--- src/rtl/musa_pkg.sv ---
`default_nettype none
// ============================================================================
// Module   : musa_pkg
// Purpose  : Shared widths, default constants and fetch-stage state encoding.
// Revision : 1.0
// ============================================================================
package musa_pkg;

  localparam int unsigned c_WORD_W = 32;

  localparam logic [c_WORD_W-1:0] c_NOP_INSTR  = 32'h0000_0000;
  localparam logic [c_WORD_W-1:0] c_RESET_ADDR = 32'h0000_0000;

  typedef enum logic [1:0] {
    FETCH = 2'd0,
    HOLD  = 2'd1,
    DRAIN = 2'd2
  } if_state_t;

endpackage : musa_pkg
`default_nettype wire

--- src/rtl/if_skid_buffer.sv ---
`default_nettype none
// ============================================================================
// Module   : if_skid_buffer
// Purpose  : One-entry holding slot for a fetched word that arrived under stall.
// Revision : 1.0
// ============================================================================
module if_skid_buffer
  import musa_pkg::*;
(
  input  logic                clock,
  input  logic                reset,
  input  logic                load,
  input  logic                unload,
  input  logic                flush,
  input  logic [c_WORD_W-1:0] load_data,
  input  logic [c_WORD_W-1:0] load_pc,
  output logic [c_WORD_W-1:0] data,
  output logic [c_WORD_W-1:0] pc,
  output logic                full
);

  always_ff @(posedge clock) begin
    if (reset) begin
      full <= 1'b0;
      data <= '0;
      pc   <= '0;
    end else if (flush) begin
      full <= 1'b0;
    end else if (load) begin
      full <= 1'b1;
      data <= load_data;
      pc   <= load_pc;
    end else if (unload) begin
      full <= 1'b0;
    end
  end

endmodule : if_skid_buffer
`default_nettype wire

--- src/rtl/if_stage.sv ---
`default_nettype none
// ============================================================================
// Module   : if_stage
// Purpose  : Instruction fetch with redirect, stall hold buffer and drain of
//            in-flight requests abandoned by a redirect.
// Revision : 1.0
// ============================================================================
module if_stage
  import musa_pkg::*;
#(
  parameter logic [c_WORD_W-1:0] RESET_ADDR = c_RESET_ADDR,
  parameter logic [c_WORD_W-1:0] NOP_INSTR  = c_NOP_INSTR
) (
  input  logic                clock,
  input  logic                reset,
  input  logic [c_WORD_W-1:0] next_address,
  input  logic                take_branch,
  input  logic                stall,
  output logic [c_WORD_W-1:0] imem_addr,
  output logic                imem_req,
  input  logic                imem_ack,
  input  logic [c_WORD_W-1:0] imem_data,
  output logic [c_WORD_W-1:0] instruction,
  output logic [c_WORD_W-1:0] pc_out,
  output logic                valid
);

  localparam logic [c_WORD_W-1:0] c_PC_STEP    = 32'd4;
  localparam logic [c_WORD_W-1:0] c_ALIGN_MASK = 32'hFFFF_FFFC;

  if_state_t           r_state;
  logic [c_WORD_W-1:0] r_pc;
  logic [c_WORD_W-1:0] r_drain_addr;

  logic [c_WORD_W-1:0] w_target;
  logic                w_buf_load;
  logic                w_buf_unload;
  logic [c_WORD_W-1:0] w_buf_data;
  logic [c_WORD_W-1:0] w_buf_pc;
  logic                w_buf_full;

  assign w_target     = next_address & c_ALIGN_MASK;
  assign w_buf_load   = (r_state == FETCH) && imem_ack && stall && !take_branch;
  assign w_buf_unload = (r_state == HOLD) && !stall && !take_branch;

  // While draining, the bus keeps the abandoned address until its ack arrives.
  assign imem_req  = (r_state != HOLD);
  assign imem_addr = (r_state == DRAIN) ? r_drain_addr : r_pc;

  if_skid_buffer u_skid (
    .clock     (clock),
    .reset     (reset),
    .load      (w_buf_load),
    .unload    (w_buf_unload),
    .flush     (take_branch),
    .load_data (imem_data),
    .load_pc   (r_pc),
    .data      (w_buf_data),
    .pc        (w_buf_pc),
    .full      (w_buf_full)
  );

  always_ff @(posedge clock) begin
    if (reset) begin
      r_state      <= FETCH;
      r_pc         <= RESET_ADDR;
      r_drain_addr <= '0;
      instruction  <= NOP_INSTR;
      pc_out       <= '0;
      valid        <= 1'b0;
    end else if (take_branch) begin
      r_pc        <= w_target;
      instruction <= NOP_INSTR;
      valid       <= 1'b0;
      case (r_state)
        FETCH: begin
          if (!imem_ack) begin
            r_state      <= DRAIN;
            r_drain_addr <= r_pc;
          end
        end
        HOLD:    r_state <= FETCH;
        DRAIN:   if (imem_ack) r_state <= FETCH;
        default: r_state <= FETCH;
      endcase
    end else begin
      case (r_state)
        FETCH: begin
          if (imem_ack) begin
            r_pc <= r_pc + c_PC_STEP;
            if (stall) begin
              r_state <= HOLD;
            end else begin
              instruction <= imem_data;
              pc_out      <= r_pc;
              valid       <= 1'b1;
            end
          end else if (!stall) begin
            valid <= 1'b0;
          end
        end
        HOLD: begin
          if (!stall) begin
            instruction <= w_buf_data;
            pc_out      <= w_buf_pc;
            valid       <= w_buf_full;
            r_state     <= FETCH;
          end
        end
        DRAIN:   if (imem_ack) r_state <= FETCH;
        default: r_state <= FETCH;
      endcase
    end
  end

endmodule : if_stage
`default_nettype wire
--- config.mk ---
export PLATFORM = sky130hd
export DESIGN_NAME = if_stage
export DESIGN_NICKNAME = d
export VERILOG_FILES = /design/src/rtl/musa_pkg.sv /design/src/rtl/if_skid_buffer.sv /design/src/rtl/if_stage.sv
export SDC_FILE = /design/constraint.sdc
export NUM_CORES = 1
export LEC_CHECK = 0
export BUFFER_PORTS_ARGS = -buffer_cell sky130_fd_sc_hd__buf_2
export CAP_MARGIN = 0
export CORE_ASPECT_RATIO = 1.5
export CORE_MARGIN = 4
export CORE_UTILIZATION = 59
export DETAILED_ROUTE_END_ITERATION = 16
export PLACE_DENSITY = 0.85
export SYNTH_ARGS = -nofsm -noshare
export SYNTH_HDL_FRONTEND = slang
export SYNTH_SLANG_ARGS = --single-unit
--- constraint.sdc ---
create_clock -name clock -period 3.4 [get_ports clock]
set_input_delay 0.17 -clock clock [delete_from_list [all_inputs] [get_ports clock]]
set_output_delay 0.17 -clock clock [all_outputs]
set_load 0.05 [all_outputs]
# Word-level counts from Yosys, hierarchy flattened
# Index checks and enable logic that the tools add are counted.
dict set report totals {
  reg_bits 196
  input_bits 69
  word_cells 71
}
dict set report classes {
  add_sub_neg 1
  n_eq_ne 10
  mux 27
  bitwise_logic 2
  reduce_logical 21
}
# op count
set ops {}
lappend ops {{$mux W32} 10}
lappend ops {{$pmux W32 S2} 2}
lappend ops {{$add A32 B3 Y32 const B} 1}
lappend ops {{$mux W2} 6}
lappend ops {{$ne A3 B3 Y1 const B} 4}
lappend ops {{$reduce_and A4 Y1} 2}
lappend ops {{$reduce_bool A2 Y1} 4}
lappend ops {{$mux W1} 6}
lappend ops {{$ne A2 B2 Y1 const B} 3}
lappend ops {{$pmux W2 S3} 1}
lappend ops {{$reduce_and A2 Y1} 3}
lappend ops {{$reduce_and A3 Y1} 2}
lappend ops {{$logic_and A1 B1 Y1} 5}
lappend ops {{$reduce_and A5 Y1} 1}
lappend ops {{$pmux W2 S2} 1}
lappend ops {{$eq A2 B1 Y1 const B} 1}
lappend ops {{$eq A2 B2 Y1 const B} 1}
lappend ops {{$logic_not A1 Y1} 2}
lappend ops {{$logic_not A2 Y1} 1}
lappend ops {{$ne A2 B1 Y1 const B} 1}
lappend ops {{$not A1 Y1} 2}
lappend ops {{$pmux W1 S2} 1}
lappend ops {{$reduce_or A2 Y1} 1}

# Logic depth before layout (Yosys ltp)
# Gate-level depths: netlist of the first run.
dict set report depth {
  depth_word 5
  mapped_depth 8
}

# Modules after synthesis
# A second synthesis of the first run with hierarchy kept.
dict set report unflattened {
  hier_cells 1076
  hier_area_um2 9210.1
}
# module n_inst cells_per_inst area_each_um2
set by_module_without_submodules {}
lappend by_module_without_submodules {if_stage 1 780 6177.2}
lappend by_module_without_submodules {if_skid_buffer 1 296 3032.9}

# Worst setup path before layout of the first run
# Ideal clock, no wire load.
dict set report synth_path {
  path_type {reg-to-reg}
  start {reg r_state[1]}
  end {reg instruction[25]}
  setup_time_ns 0.138
  arrival_time_ns 2.160
  required_ns 3.262
  setup_slack_ns 1.103
  path_stages_with_launch 7
  period_less_slack_ns 2.297
  cell_sequence {dfxtp_1 -> clkbuf_1 -> nand2b_1 -> clkbuf_1 -> buf_1 -> mux2i_1 -> a211oi_1}
}
dict set report synth_between {
  elab_chain_len 3
  word_cells_on_any_way 8
}
# element line
set synth_rtl {}
lappend synth_rtl {{start: declaration} if_stage.sv:31} ;# if_state_t r_state;
lappend synth_rtl {{start signal: assignment} if_stage.sv:65} ;# r_state <= FETCH;
lappend synth_rtl {{start signal: assignment} if_stage.sv:78} ;# r_state <= DRAIN;
lappend synth_rtl {{start signal: assignment} if_stage.sv:82} ;# HOLD: r_state <= FETCH;
lappend synth_rtl {{$eq A2 B1 Y1 or $logic_not A2 Y1 (tied branches)} if_stage.sv:87} ;# case (r_state)
lappend synth_rtl {{$ne A2 B2 Y1 (no source line) or $reduce_bool A2 Y1 (tied branches)} --}
lappend synth_rtl {{$reduce_and A4 Y1 (no source line)} --}
lappend synth_rtl {{end signal: assignment} if_stage.sv:94} ;# instruction <= imem_data;
lappend synth_rtl {{end signal: assignment} if_stage.sv:104} ;# instruction <= w_buf_data;
lappend synth_rtl {{end: declaration} if_stage.sv:23} ;# output logic [c_WORD_W-1:0] instruction,
# Several ways; a longest one is shown, not always the timed one.
# A chain may end at the register's enable or synchronous reset.

# Final worst setup path of the first run
dict set report layout_path {
  start {reg r_pc[4]}
  end {reg r_pc[25]}
}
dict set report layout_between {
  elab_chain_len 4
}
# element line
set layout_rtl {}
lappend layout_rtl {{start: declaration} if_stage.sv:32} ;# logic [c_WORD_W-1:0] r_pc;
lappend layout_rtl {{start signal: assignment} if_stage.sv:72} ;# r_pc <= w_target;
lappend layout_rtl {{start signal: assignment} if_stage.sv:90} ;# r_pc <= r_pc + c_PC_STEP;
lappend layout_rtl {{$add A32 B3 Y32} if_stage.sv:90}
lappend layout_rtl {{$mux W32} if_stage.sv:89} ;# if (imem_ack) begin
lappend layout_rtl {{$mux W32} if_stage.sv:87}
lappend layout_rtl {{$mux W32} if_stage.sv:71} ;# end else if (take_branch) begin
# Every way passes these cells. The select of a mux whose other input is x is not followed.

==> results of run 1 <==
==> worst min path at each step <==
stage | end | start | slack, ns | depth (start not counted)
6_report | u_skid.data[17] | imem_data[17] | 0.007 | 3
5_1_grt | u_skid.data[17] | imem_data[17] | 0.004 | 3
3_3_place_gp | r_pc[15] | next_address[15] | 0.38 | 3
3_5_place_dp | r_pc[15] | next_address[15] | 0.40 | 3
2_1_floorplan | r_pc[15] | next_address[15] | 0.28 | 2
4_1_cts | u_skid.data[18] | imem_data[18] | 0.0005 | 3
==> through the flow <==
stage,total power [uW],hold WS [ns],util (%)
finish,5082,0.006685,71.69
global route,5268,0.004271,71.69
CTS,5104,0.0005338,71.69
detailed placement,3152,0.4004,66.19
global placement,3137,0.3850,66.19
floorplan,2959,0.2790,-
==> layout make-up <==
class	instances	share of cell area, %
clock inverters	10	1.052
flip-flops and latches	188	38.61
well taps	162	2.079
repair buffers	192	11.37
clock buffers	22	4.967
multi-input cells	687	41.50
inverters	11	0.4236
==> power groups by stage <==
stage | logic [uW] | registers (uW) | clock network [uW]
floorplan | 458 | 2500 | 0
global placement | 703 | 2430 | 0
detailed placement | 711 | 2440 | 0
CTS | 731 | 2390 | 1980
global route | 786 | 2410 | 2080
finish | 729 | 2400 | 1960
==> cells by family after synthesis <==
family          after synthesis  synth area share, %
simple gates                366                19.28
compound gates              219                17.09
flops                       188                45.78
buf+inv                     113                5.556
mux                          89                11.23
xor+xnor                      8               0.8524
fa+ha+maj                     1               0.1522
other cells                   1              0.04562
==> state kept, by name, indices dropped and copies added (netlist names) <==
signal        count
u_skid.pc        30
r_state           2
u_skid.full       1
r_pc             30
instruction      32
valid             1
r_drain_addr     30
u_skid.data      32
pc_out           30
==> worst max-delay path, stage by stage (launching register included) <==
cell      delay [ns]
dfxtp_1         0.55
nand4_1         0.42
or4_4           0.77
or4_1           0.51
a311oi_1        0.24
==> timing repair <==
| action | 4_1_cts | 5_1_grt |
|---|---|---|
| hold buffers | 16 | 0 |
| endpoints found under the setup margin | 0 | 0 |
| gates resized for setup | 0 | 0 |
| endpoints found under the hold margin | 16 | 0 |
==> routing by layer <==
metal  share of wire, %  wire length, um  vias to the layer above  GRT usage (%)
li1                   -                -                     3673              -
met1                 39             8438                     3505          31.52
met2                 52            11050                      322          47.66
met3                6.0             1277                       68          4.451
met4                3.1              673                        0          10.14
met5                  0                0                        -              0
==> synthesized netlist by cell type, drive strengths merged (4+ instances only) <==
cell type and count:
nor2 86, o211ai 7, nor3 6, nand2 205, mux2i 63, a21oi 97, o31ai 7, a211oi 73
mux2 26, and4 7, or3 4, inv 11, nand3 15, nor4 10, clkbuf 88, dfxtp 188
a311oi 10, nand4 12, or4 11, o21ai 11, buf 14, xnor2 6
==> placed cells by master (no fill, tap or decap), types with 3 or more instances in the layout <==
master         count
nand2_1          205
dfxtp_1          188
buf_2            159
a21oi_1           97
nor2_1            86
a211oi_1          73
mux2i_1           63
mux2_2            26
clkbuf_16         17
dlygate4sd3_1     16
buf_4             15
nand3_1           14
nand4_1           12
inv_1             11
o21ai_0           11
or4_1             10
a311oi_1          10
and4_1             7
nor4_1             7
o211ai_1           7
o31ai_1            7
xnor2_1            6
nor3_1             5
or3_1              4
conb_1             4
clkbuf_8           4
nor4_2             3
a2111oi_0          3
inv_6              3
clkinv_4           3
==> flow_summary.json, run 1 <==
{
  "status": "complete, no violations",
  "n_fill_cell": 1056,
  "cts_tree": "done",
  "drt-total-wl_mm": 21.44,
  "async_flop_share_pct": 0,
  "post-place-ws_ns": 0.8721,
  "r2r_cells": 4,
  "drive_gt1_share_pct": 21.89,
  "comb_power_share_pct": 14.3,
  "seq_area_mm2": 0.003764,
  "grt_pass1_vias": 7068,
  "endpoint_kind": "register",
  "nNetsFinal": 1167,
  "clkPwrFrac_pct": 38.5,
  "drc": 0,
  "cts_post_setup_buffers_inserted": 0,
  "syn_area_per_cell_um2": 8.346,
  "timing.final.ws_setup_ns": 0.8247,
  "clkTransAtPathRegs_ns": 0.07,
  "synth_ff_type": "dfxtp_1",
  "final_cells": 1272,
  "grt_pass1_wl_mm": 35.21,
  "clkSinkCount": 188,
  "critPathRequiredTime_ns": 3.73,
  "grtUsageTotal_pct": 26.58,
  "grt_overflow": 0,
  "hold_violations": 0,
  "seq_area_frac_synth_pct": 45.78,
  "seqPwrFrac_pct": 47.1,
  "crit_type": "reg2reg",
  "drtAntennaViolNets": 0,
  "powerDensity_mw_per_mm2": 521.3,
  "crit_end": "r_pc[25]",
  "multi_input_area_mm2": 0.004045,
  "tightest_slew_ns": 0.8623,
  "rsz0062_at_grt": "no",
  "finalInstanceArea_mm2": 0.009748,
  "synth_area_leaders": "dfxtp_1 46%, nand2_1 9.4%, mux2i_1 7.7%",
  "max_freq_ghz": 0.3883,
  "cp-start-kind": "register",
  "dp_hpwl_mm": 13.68,
  "r2r-end": "r_pc[25]",
  "cp_max_fo": 14,
  "postPlaceCellArea_mm2": 0.009001,
  "r2r_setup_slack_ns": 0.82,
  "hold_path.class": "in2reg",
  "post_drt_wl_per_cell_um": 16.86,
  "dr_total_vias": 7568,
  "p_switching_uw": 1465,
  "ir_worst_vdd_uv": 325.5,
  "pin_count": 167,
  "intPower_uw": 3617,
  "slew_headroom_pct": 42.39,
  "crit_start": "r_pc[4]",
  "finalCritPeriodShare_pct": 75.74,
  "gp_congestion": 0.8251,
  "clock_skew_ns": 0.01215,
  "start_util_pct": 60.45,
  "ys_types": 46,
  "finalCriticalPeriod_ns": 2.575,
  "rows": 52,
  "syn_area_mm2": 0.008220,
  "area_growth_pct": 18.58,
  "die_area_mm2": 0.01592,
  "drt_pass1_iterations": 7,
  "numPortBuffers": 160,
  "cts-root-buf": "clkbuf_16",
  "die_x_um": 104.4,
  "maxCapViolCount": 0,
  "p_sw_share_pct": 28.82,
  "fin_setup_tns_ns": 0,
  "slew_viol_final": 0,
  "r2r-start": "r_pc[4]",
  "yosysWarnings": 0,
  "cts_buffers": 17,
  "synth_seq_cells": 188,
  "grt_max_degree": 66,
  "synth_edf_count": 0,
  "synth_cells": 985,
  "core_area_mm2": 0.01360,
  "die_h_um": 152.6,
  "diodes": 0,
  "insertion_delay_ns": 0.42,
  "drt-initial-drc-count": 462,
  "cp.arrival_ns": 2.91,
  "clock_path_buffers": 2,
  "htree_num_levels": 4,
  "leakagePower_uw": 0.004123,
  "yosys.area.top_type_share_pct": 45.78,
  "setup_violations": 0,
  "viasPerCell": 5.950,
  "yosysTopAreaCell": "dfxtp_1",
  "numPlacedInstances": 1224,
  "antenna_found_initial": 0
}
Note: power is estimated with default switching activity, not from simulation.
==> inputs of run 2 (changes only) <==
--- a/config.mk
+++ b/config.mk
@@ -9,9 +9,9 @@
 export CAP_MARGIN = 0
 export CORE_ASPECT_RATIO = 1.5
 export CORE_MARGIN = 4
-export CORE_UTILIZATION = 59
+export CORE_UTILIZATION = 55
 export DETAILED_ROUTE_END_ITERATION = 16
-export PLACE_DENSITY = 0.85
+export PLACE_DENSITY = 0.8
 export SYNTH_ARGS = -nofsm -noshare
 export SYNTH_HDL_FRONTEND = slang
 export SYNTH_SLANG_ARGS = --single-unit
==> constraint.sdc (replaced) <==
create_clock -name clock -period 2.5 [get_ports clock]
set_input_delay 0.125 -clock clock [delete_from_list [all_inputs] [get_ports clock]]
set_output_delay 0.125 -clock clock [all_outputs]
set_load 0.05 [all_outputs]
==> run 2 against run 1 <==
Clock skew is 0.0015 ns lower. Sequential power rose by 35%. Critical path depth stayed put. Final area increased by 5.4%. Largest cell class unchanged.
==> flow_summary.json, run 2 (synthesis gave the netlist of run 1 again) <==
{
  "path_cells": "or3b_1, or4_4, or4_1, a311oi_1",
  "clock_path_buffers": 2,
  "post_drt_wl_per_cell_um": 16.25,
  "holdWs_ns": 0.01914,
  "tightest_slew_ns": 0.6372,
  "min_from": "next_address[22]",
  "slew_viol_final": 0,
  "powerDensity_mw_per_mm2": 670.2,
  "crit_start": "r_state[0]",
  "numPortBuffers": 160,
  "cts_buffers": 17,
  "cpLargestDelayFamily": "simple AND/OR/NAND/NOR gates",
  "diodes": 0,
  "gp_congestion": 0.8655,
  "drt_pass1_iterations": 5,
  "grt_max_degree": 65,
  "slew_headroom_pct": 57.13,
  "rows": 54,
  "maxCapViolCount": 0,
  "crit_slowest_cell": "or4_4",
  "numPlacedInstances": 1281,
  "cp_max_fo": 14,
  "area_growth_pct": 24.98,
  "status": "complete, no violations",
  "nNetsFinal": 1224,
  "drc": 0,
  "reg_top3": "instruction x32, u_skid.data x32",
  "cts-root-buf": "clkbuf_16",
  "start_util_pct": 56.33,
  "crit_type": "reg2reg",
  "die_h_um": 157.7,
  "cp.arrival_ns": 2.55,
  "die_area_mm2": 0.01701,
  "critPathRequiredTime_ns": 2.82,
  "clkSinkCount": 188,
  "cp-start-kind": "register",
  "hold_path.class": "in2reg",
  "setup_violations": 0,
  "max_freq_ghz": 0.4494,
  "rsz0062_at_grt": "no",
  "drtAntennaViolNets": 0,
  "drt-total-wl_mm": 22.15,
  "grt_util_met3_pct": 3.835,
  "dr_total_vias": 7586,
  "cts.hold.buffers_added": 50,
  "final_core_util_pct": 70.40,
  "top_usage_layer": "met2",
  "ir_worst_vdd_uv": 463.3,
  "post-place-ws_ns": 0.3119,
  "antenna_found_initial": 0,
  "cp_slowest_stage_delay_ns": 0.66,
  "grtUsageTotal_pct": 25.68,
  "grt_use_met2_pct": 47.54,
  "viasPerCell": 5.566,
  "die_x_um": 107.8,
  "grt_pass1_wl_mm": 35.34,
  "finalCritPeriodShare_pct": 89.00,
  "final_cell_mix": "205 x nand2_1, 188 x dfxtp_1, 159 x buf_2",
  "leakagePower_uw": 0.004378,
  "cts_post_setup_buffers_inserted": 0,
  "htree_num_levels": 4,
  "drt-initial-drc-count": 523,
  "met1_usage_pct": 30.31,
  "finalCriticalPeriod_ns": 2.225,
  "cts_resized": 0,
  "hold_violations": 0,
  "clock_skew_ns": 0.01067,
  "fin_setup_tns_ns": 0,
  "insertion_delay_ns": 0.42,
  "clkTransAtPathRegs_ns": 0.07,
  "grt_pass1_vias": 7154,
  "grt_overflow": 0,
  "endpoint_kind": "register",
  "r2r-start": "r_state[0]",
  "cts_tree": "done",
  "drive_gt1_share_pct": 22.88,
  "timing.final.ws_setup_ns": 0.2749,
  "layout_commonest_cell": "nand2_1",
  "final_cells": 1363,
  "pin_count": 167,
  "core_area_mm2": 0.01459,
  "dp_hpwl_mm": 14.43,
  "critical_path_buf_inv_count": 0
}
[run 2: cell types whose count changed in the layout (fill, tap and decap cells not counted), sizes merged]
cell and delta:
buf +23, bufinv -1, clkbuf -4, clkinv +3
clkinvlp -2, dlygate4sd3 +34, inv +4
[run 2: tightest hold or removal path, delay by kind of cell]
kind	cells	cell delay (ns)
compound gates	1	0.07
simple gates	1	0.10
buf+inv	1	0.10
[run 2: layout make-up]
cell class,instances,area (um2)
fill,1168,4320
multi-input combinational,687,4050
sequential,188,3764
timing repair buffer,249,1609
clock buffer,18,439.2
tap,196,245.2
clock inverter,14,125.1
inverter,11,41.29
[run 2: through the flow]
step                      cell area, um2  power (uW)
after floorplan                     8232        4025
after global placement              9209        4298
after detailed placement            9209        4319
after CTS                          10270        6931
after global routing               10270        7161
final                              10270        6885
[run 2: power by group]
group / internal, uW / switching [uW]
clock network: 1340 / 1220
registers: 3120 / 114
logic: 361 / 728
total: 4820 / 2060
[run 2: layer usage]
layer  share of wire, %  wire length, um
met1                 40             8826
met2                 53            11690
met3                5.4             1193
met4                2.0              438
met5                  0                0
[run 2: final timing paths]
path                                         end  slack (ns)  depth (start not counted)
worst min register to register  r_drain_addr[30]        0.45                          2
worst max-delay path                    r_pc[25]        0.27                          4
worst max register to register          r_pc[25]        0.27                          4
worst min-delay path                    r_pc[22]        0.02                          3
==> inputs of run 3 (changes only) <==
==> constraint.sdc (replaced) <==
create_clock -name clock -period 2.1 [get_ports clock]
set_input_delay 0 -clock clock [delete_from_list [all_inputs] [get_ports clock]]
set_output_delay 0 -clock clock [all_outputs]
set_load 0.05 [all_outputs]
==> run 3 against run 2 <==
Critical path depth grew 2. Highest routed layer unchanged. Routed wire length grew 3.8%. Clock power grew 23%. Clock-buffer cell count grew 2. Setup slack lost 0.25 ns.
==> flow_summary.json, run 3 (synthesis gave the netlist of run 1 again) <==
{
  "status": "complete, no violations",
  "holdWs_ns": 0.07573,
  "area_growth_pct": 29.32,
  "htree_num_levels": 4,
  "cp_max_fo": 10,
  "pin_count": 167,
  "dr_total_vias": 7846,
  "grtUsageTotal_pct": 27.08,
  "viasPerCell": 5.620,
  "cp.depth": 6,
  "core_area_mm2": 0.01459,
  "crit_type": "in2reg",
  "cp.arrival_ns": 2.41,
  "rows": 54,
  "hold_path.class": "in2reg",
  "cts_tree": "done",
  "insertion_delay_ns": 0.43,
  "drc": 0,
  "cts-root-buf": "clkbuf_16",
  "drt-initial-drc-count": 603,
  "finalCriticalPeriod_ns": 2.080,
  "antenna_found_initial": 1,
  "nNetsFinal": 1256,
  "grt_overflow": 0,
  "clkTransAtPathRegs_ns": 0.07,
  "layout_commonest_cell": "nand2_1",
  "leakagePower_uw": 0.004524,
  "grt_pass1_wl_mm": 37.12,
  "die_area_mm2": 0.01701,
  "cp-start-kind": "input pin",
  "drtAntennaViolNets": 0,
  "tightest_slew_ns": 0.6190,
  "drive_gt1_share_pct": 23.52,
  "drt-total-wl_mm": 23.00,
  "final_cell_mix": "205 x nand2_1, 188 x dfxtp_1, 158 x buf_2",
  "setup_violations": 0,
  "fin_setup_tns_ns": 0,
  "slew_viol_final": 0,
  "grt_pass1_vias": 7529,
  "clock_path_buffers": 2,
  "hold_violations": 0,
  "cts_buffers": 17,
  "r2r_cells": 4,
  "reg_top3": "instruction x32, u_skid.data x32",
  "gp_congestion": 0.8688,
  "die_h_um": 157.7,
  "cpLargestDelayFamily": "simple AND/OR/NAND/NOR gates",
  "numPortBuffers": 160,
  "dp_hpwl_mm": 14.51,
  "drt_pass1_iterations": 5,
  "maxCapViolCount": 0,
  "crit_slowest_cell": "dlygate4sd3_1",
  "path_cells": "dlygate4sd3_1, clkbuf_4, or3b_4, or4_4, or4_1, a311oi_2",
  "endpoint_kind": "register",
  "finalCritPeriodShare_pct": 99.05,
  "ir_worst_vdd_uv": 491.4,
  "start_util_pct": 56.33,
  "slew_headroom_pct": 58.73,
  "die_x_um": 107.8,
  "clkSinkCount": 188,
  "powerDensity_mw_per_mm2": 786.5,
  "max_freq_ghz": 0.4807,
  "post_drt_wl_per_cell_um": 16.47,
  "cp_slowest_stage_delay_ns": 0.56,
  "grt_max_degree": 65,
  "critical_path_buf_inv_count": 2,
  "critPathRequiredTime_ns": 2.43,
  "final_core_util_pct": 72.84,
  "whs_path_depth": 5,
  "clock_skew_ns": 0.01493
}
-- run 3: final cells by class --
type                            instances  area [um2]
Timing Repair Buffer                  281        1948
Antenna cell                            1       2.502
Inverter                               11       41.29
Clock buffer                           20       446.7
Tap cell                              196       245.2
Multi-Input combinational cell        687        4054
Fill cell                            1119        3964
Sequential cell                       188        3764
Clock inverter                         12       128.9
-- run 3: timing repair --
item                                   CTS  global route
setup endpoints to repair                0            20
resized for setup                        0             4
endpoints found under the hold margin   98             0
hold buffers                            67             0
buffers inserted                         0             0
-- run 3: final timing paths --
kind,slack (ns),endpoint,from
worst max register to register,0.02,r_pc[25],r_state[1]
worst max-delay path,0.02,r_pc[25],imem_ack
worst min register to register,0.45,u_skid.data[19],u_skid.data[19]
worst min-delay path,0.08,r_pc[31],reset
-- run 3: worst register-to-register path, stage by stage (launching register included) --
cell and delay [ns]:
dfxtp_1 0.32, or3b_4 0.40, or4_4 0.51, or4_1 0.46, a311oi_2 0.31
-- run 3: metal layers --
metal / wire, um / GRT usage (%) / up-vias / part of all wire (%)
li1: - / - / 3849 / -
met1: 8925 / 31.48 / 3698 / 39
met2: 12270 / 49.85 / 259 / 53
met3: 1149 / 3.998 / 40 / 5.0
met4: 656 / 10.17 / 0 / 2.9
met5: 0 / 0 / - / 0
-- run 3: where the power goes --
| part | switching (uW) | total (uW) | internal (uW) |
|---|---|---|---|
| clock | 1450 | 3150 | 1710 |
| combinational | 897 | 1370 | 477 |
| sequential | 120 | 3830 | 3710 |
| total | 2470 | 8360 | 5890 |
-- run 3: stage by stage --
stage	area, um2	total power (uW)	std cells	setup slack, ns
finish	10630	8360	1396	0.01991
global route	10630	8659	1396	-0.04925
detailed placement	9366	5164	1296	0.1122
floorplan	8249	4793	988	0.03484
CTS	10610	8392	1395	0.01583
global placement	9366	5143	1296	0.1506
